File: config.mk
export PLATFORM = sky130hd
export DESIGN_NAME = fifo_wr_arb
export DESIGN_NICKNAME = d
export VERILOG_FILES = /design/src/rtl/fifo_arb_pkg.sv /design/src/rtl/fifo_wr_arb_rr_pick.sv /design/src/rtl/fifo_wr_arb.sv
export SDC_FILE = /design/constraint.sdc
export NUM_CORES = 1
export LEC_CHECK = 0
export CAP_MARGIN = 20
export CELL_PAD_IN_SITES_DETAIL_PLACEMENT = 0
export CELL_PAD_IN_SITES_GLOBAL_PLACEMENT = 1
export CORE_MARGIN = 3
export CORE_UTILIZATION = 32
export DETAILED_ROUTE_END_ITERATION = 8
export GPL_TIMING_DRIVEN = 0
export PLACE_DENSITY_LB_ADDON = 0.1
export REMOVE_ABC_BUFFERS = 1
export SLEW_MARGIN = 20
export SYNTH_ARGS = -nofsm -noshare
export SYNTH_HDL_FRONTEND = slang
export SYNTH_SLANG_ARGS = --single-unit
File: constraint.sdc
create_clock -name clk -period 3.4 [get_ports clk]
set_clock_uncertainty 0.05 [all_clocks]
set_input_delay 0.68 -clock clk [delete_from_list [all_inputs] [get_ports clk]]
set_output_delay 0.68 -clock clk [all_outputs]
set_load 0.01 [all_outputs]
File: src/rtl/fifo_arb_pkg.sv
// Shared types and width helpers for the FIFO write arbiter.
//   arb_state_e : arbiter FSM state (IDLE / GRANT)
//   id_width()  : bits needed to index NUM_REQ requesters
//   cnt_width() : bits needed to count 0..MAX_BURST accepted words
package fifo_arb_pkg;

    typedef enum logic {
        IDLE  = 1'b0,
        GRANT = 1'b1
    } arb_state_e;

    function automatic int id_width(input int num_req);
        return (num_req > 1) ? $clog2(num_req) : 1;
    endfunction

    function automatic int cnt_width(input int max_burst);
        return $clog2(max_burst + 1);
    endfunction

    // Widths for the default configuration (NUM_REQ=4, MAX_BURST=4).
    localparam int DEF_NUM_REQ   = 4;
    localparam int DEF_MAX_BURST = 4;
    localparam int DEF_ID_W      = $clog2(DEF_NUM_REQ);
    localparam int DEF_CNT_W     = $clog2(DEF_MAX_BURST + 1);

endpackage

File: src/rtl/fifo_wr_arb_rr_pick.sv
// Combinational round-robin picker.
//   req     : request vector, one bit per requester
//   last_id : requester granted most recently
//   found   : at least one request bit is set
//   idx     : first set bit searching from last_id+1 upward, wrapping
module rr_pick #(
    parameter int NUM_REQ = 4,
    parameter int ID_W    = 2
) (
    input  logic [NUM_REQ-1:0] req,
    input  logic [ID_W-1:0]    last_id,
    output logic               found,
    output logic [ID_W-1:0]    idx
);

    always_comb begin
        int              cand;
        logic [ID_W-1:0] c_idx;
        found = 1'b0;
        idx   = '0;
        cand  = 0;
        c_idx = '0;
        // Walk from the farthest candidate to the nearest so the nearest
        // match after last_id is the one that sticks.
        for (int k = NUM_REQ; k >= 1; k--) begin
            cand  = (int'(last_id) + k) % NUM_REQ;
            c_idx = ID_W'(cand);
            if (req[c_idx]) begin
                found = 1'b1;
                idx   = c_idx;
            end
        end
    end

endmodule

File: src/rtl/fifo_wr_arb.sv
// Round-robin write arbiter in front of a shared synchronous FIFO.
// A requester is granted for up to MAX_BURST words; the grant ends early
// when the requester drops valid. One IDLE cycle separates grants.
//   clk, rst          : clock, synchronous active-high reset
//   req_valid/data    : per-requester word and valid (word i at [i*DW +: DW])
//   req_ready         : per-requester accept strobe
//   fifo_full         : FIFO full flag (backpressure)
//   fifo_wr_en/data_in: FIFO write port
//   grant_valid/id    : current grant holder
module fifo_wr_arb
    import fifo_arb_pkg::*;
#(
    parameter int DATA_WIDTH = 3,
    parameter int NUM_REQ    = 4,
    parameter int MAX_BURST  = 4
) (
    input  logic                          clk,
    input  logic                          rst,
    input  logic [NUM_REQ-1:0]            req_valid,
    input  logic [NUM_REQ*DATA_WIDTH-1:0] req_data,
    output logic [NUM_REQ-1:0]            req_ready,
    input  logic                          fifo_full,
    output logic                          fifo_wr_en,
    output logic [DATA_WIDTH-1:0]         fifo_data_in,
    output logic                          grant_valid,
    output logic [id_width(NUM_REQ)-1:0]  grant_id
);

    localparam int ID_W  = id_width(NUM_REQ);
    localparam int CNT_W = cnt_width(MAX_BURST);

    arb_state_e      state_q, state_d;
    logic [ID_W-1:0] gid_q, gid_d;
    logic [ID_W-1:0] last_q, last_d;
    logic [CNT_W-1:0] cnt_q, cnt_d, cnt_inc;

    logic [NUM_REQ-1:0][DATA_WIDTH-1:0] req_words;
    logic            pick_found;
    logic [ID_W-1:0] pick_idx;
    logic            cur_valid;
    logic            xfer;

    assign req_words = req_data;
    assign grant_id  = gid_q;
    assign cur_valid = req_valid[gid_q];
    assign xfer      = (state_q == GRANT) && cur_valid && !fifo_full;
    assign cnt_inc   = cnt_q + CNT_W'(1);

    rr_pick #(
        .NUM_REQ (NUM_REQ),
        .ID_W    (ID_W)
    ) u_rr_pick (
        .req     (req_valid),
        .last_id (last_q),
        .found   (pick_found),
        .idx     (pick_idx)
    );

    always_ff @(posedge clk) begin
        if (rst) begin
            state_q <= IDLE;
            gid_q   <= '0;
            last_q  <= ID_W'(NUM_REQ - 1);  // requester 0 wins first
            cnt_q   <= '0;
        end else begin
            state_q <= state_d;
            gid_q   <= gid_d;
            last_q  <= last_d;
            cnt_q   <= cnt_d;
        end
    end

    always_comb begin
        state_d      = state_q;
        gid_d        = gid_q;
        last_d       = last_q;
        cnt_d        = cnt_q;
        req_ready    = '0;
        fifo_wr_en   = 1'b0;
        fifo_data_in = '0;
        grant_valid  = 1'b0;
        case (state_q)
            IDLE: begin
                if (pick_found) begin
                    state_d = GRANT;
                    gid_d   = pick_idx;
                    cnt_d   = '0;
                end
            end
            GRANT: begin
                grant_valid      = 1'b1;
                req_ready[gid_q] = !fifo_full;
                fifo_data_in     = req_words[gid_q];
                fifo_wr_en       = xfer;
                if (!cur_valid) begin
                    state_d = IDLE;
                    last_d  = gid_q;
                end else if (xfer) begin
                    cnt_d = cnt_inc;
                    if (cnt_inc == CNT_W'(MAX_BURST)) begin
                        state_d = IDLE;
                        last_d  = gid_q;
                    end
                end
                // fifo_full with valid held: stall, nothing changes
            end
            default: state_d = IDLE;
        endcase
    end

endmodule
==> parameters.txt <==
Parameter                              Value

STA
  Achievable clock frequency ... 0.327 GHz
  Actual slew at the worst max-slew pin ... roughly 510 ps
  Setup repair after global routing missed its margin ... false
  Hold violation count in the final report ... 0
  Crit share post-route ... 0.898
  Final total negative setup slack ... 0 ps
  Final setup violating endpoints ... 0
  Final critical delay including setup and external delays ... 3050 ps
  Fin Hold WS ... roughly 550 ps
  Max Transition Viols Final ... 0
  Relative slew slack ... 0.660

Floorplanning
  Die Ht ... 52.3 um
  Std-Cell Core Area ... 2000 um2
  Die Wd ... 52.3 um
  Starting utilization of the core area ... 0.343
  Die ar. ... ~2700 um2
  IO Pins ... 30
  Row cnt ... 16

Final layout
  Net count reported at finish ... 121
  Post-Layout Inst Area ... 998 um2
  Commonest cells after routing, fill and taps aside ... clkdlybuf4s50_1, nor2_1, dfxtp_1
  Antenna cell count ... 0
  Syn-to-layout area delta ... 45.6%
  Number of filler cells placed in the layout ... 193
  Final Util ... 0.499
  Commonest non-fill, non-tap cell in the layout ... clkdlybuf4s50_1
  Share of cells above drive strength 1 ... 0.133

Logic synthesis
  Synth top area share ... 0.234
  Top post-synthesis cells by area ... dfxtp_1, mux4_1, mux2_4
  Avg Inst Size Synth ... a little under 10 um2
  Flip-flop cell with the highest count after synthesis ... dfxtp_1
  Number of flops mapped to enable cells by yosys ... 0
  Cell variety after synth ... 36
  Cell type with the highest aggregate area in the netlist ... dfxtp_1
  Cell count after synthesis ... just over 70
  Async set-or-reset flop fraction in the synthesized netlist ... 0
  Sequential element share of the synthesized area ... 0.234
  Post-Syn Area ... roughly 690 um2
  Register bit count reported by yosys ... 8
  Count of synthesis-stage warnings from yosys ... 0

Routing
  Via/cell ratio ... ~5.1
  Starting DRC count in detailed routing ... 1
  Number of nets still failing antenna checks after routing ... 0
  Total Routed Length ... 1760 um
  Total number of vias ... 633
  Number of detailed-routing iterations run before antenna repair ... 3
  Per-cell routed wire length ... approximately 14 um
  Count of unresolved DRC violations after routing ... 0

Hold path
  Class of the most critical hold timing path ... reg2reg
  Hold Startpoint ... cnt_q[2]
  Min-Delay Path Depth ... 3
  Worst Hold End ... cnt_q[2]

Run
  Max-capacitance violation count ... 0

Worst setup path
  Slack of the worst reg-to-reg path ... 1590 ps
  Worst Path Max Fanout ... 4
  Type of destination of the critical path ... output port
  Worst R2R Start ... state_q
  Required time at the endpoint of the critical path ... roughly 2700 ps
  Crit Path Category ... in2out
  Crit path launch type ... input pin
  Arrival @ worst endpoint ... ~2300 ps
  Worst R2R Path Depth ... 4
  Capture point of the worst reg-to-reg path ... cnt_q[2]

Pwr
  Switching component of the power ... around 0.00009 W
  Largest voltage drop on the vdd net ... approximately 0.17 mV
  Power density over cell area ... 299 nW/um2
  Leakage power ... around 0.38 nW
  Clock network fraction of total power ... 0.237
  Design internal power ... around 0.00021 W
  Share of power burned in registers ... 0.402
  Combinational fraction of design power ... 0.361
  Fraction of power spent switching nets ... 0.293

Global routing
  Maximum number of pins on one net before global-route repair ... 18
  Total routing usage reported by global routing ... 0.145
  Via count of the first global-routing pass ... between 600 and 700
  Antenna violations before repair ... 0
  Remaining Overflow, GRT ... 0
  Global-route wire length before repair ... ~3000 um

CTS
  Post-CTS Setup Bufs ... 0
  Count of instances resized after the clock tree is built ... 0
  H-tree level count ... 1
  Number of buffers created by CTS ... 3
  CTS Sinks ... 8
  Clock Tree Buf Depth ... 2
  Cts hold-fix bufs ... 0
  Worst-path clk slew ... 50 ps
  CTS tree ... yes
  Clock Latency Late Sink ... approximately 250 ps
  Root Driver ... clkbuf_4

Place
  Instance area after placement ... 976 um2
  HPWL after detailed placement ... between 1000 and 1500 um
  Final Wtd Congestion ... between 0.7 and 0.8
  Number of buffers inserted by port buffering ... 29

Status
  Status ... finished, final reports clean
cells in the mapped netlist, types with 2 or more instances:
| library cell | n |
|---|---|
| buf_6 | 2 |
| buf_1 | 2 |
| mux2i_1 | 2 |
| mux2_4 | 2 |
| o21ai_0 | 3 |
| and2_1 | 3 |
| ha_1 | 2 |
| nor2_1 | 8 |
| mux4_1 | 3 |
| inv_1 | 4 |
| nand2_1 | 2 |
| mux2i_2 | 2 |
| dfxtp_1 | 8 |
| nor2b_1 | 2 |
| a21oi_1 | 5 |
critical path, stage by stage:
cell and delay (ps):
clkdlybuf4s50_1 450, or3b_4 410, o22ai_4 190, clkdlybuf4s50_1 590
layer usage:
layer / share of wire / up-vias / global-route usage
li1: - / 321 / -
met1: 0.44 / 294 / 0.167
met2: 0.50 / 16 / 0.262
met3: 0.043 / 2 / 0.0285
met4: 0.0080 / 0 / 0.0511
met5: 0 / - / 0
kinds of logic after synthesis:
group                    count (synthesis)  synth area share
XOR/XNOR                                 1            0.0128
multiplexers                             9             0.228
AND/OR/NAND/NOR                         23             0.195
AO/OA/AOI/OAI                           19             0.223
buffers and inverters                    9            0.0712
adder cells (fa/ha/maj)                  2            0.0365
flip-flops                               8             0.234
area by class of cell:
| cell class | instances | area (um2) | area share |
|---|---|---|---|
| well taps | 27 | 33.8 | 0.0338 |
| repair buffers | 29 | 290 | 0.291 |
| inverters | 4 | 15.0 | 0.0150 |
| flip-flops and latches | 8 | 160 | 0.160 |
| multi-input cells | 54 | 477 | 0.477 |
| clock buffers | 3 | 22.5 | 0.0226 |
flip-flops by register name, summed over array words and instances (netlist names):
name,cells
state_q,1
cnt_q,3
grant_id,2
last_q,2
power groups by stage:
stage | clock (W) | sequential [W] | combinational, W
2_1_floorplan | 0 | 0.000119 | 0.0000555
3_3_place_gp | 0 | 0.000122 | 0.000108
3_5_place_dp | 0 | 0.000123 | 0.000108
4_1_cts | 0.0000740 | 0.000120 | 0.000109
5_1_grt | 0.0000773 | 0.000122 | 0.000118
6_report | 0.0000708 | 0.000120 | 0.000108
worst max path at each step:
| stage | cells after the start | startpoint | slack, ps | to |
|---|---|---|---|---|
| 2_1_floorplan | 2 | req_data[3] | 1340 | fifo_data_in[0] |
| 3_3_place_gp | 4 | fifo_full | 340 | fifo_wr_en |
| 3_5_place_dp | 4 | fifo_full | 340 | fifo_wr_en |
| 4_1_cts | 4 | fifo_full | 330 | fifo_wr_en |
| 5_1_grt | 4 | fifo_full | 300 | fifo_wr_en |
| 6_report | 4 | fifo_full | 350 | fifo_wr_en |
metrics by stage:
stage / setup slack, ps / power, W / instances
floorplan: 1340 / 0.000174 / 66
global placement: 340 / 0.000230 / 122
detailed placement: 341 / 0.000231 / 122
CTS: 335 / 0.000303 / 125
global route: 301 / 0.000317 / 125
finish: 345 / 0.000299 / 125
Power figures use the tool's default switching activity.
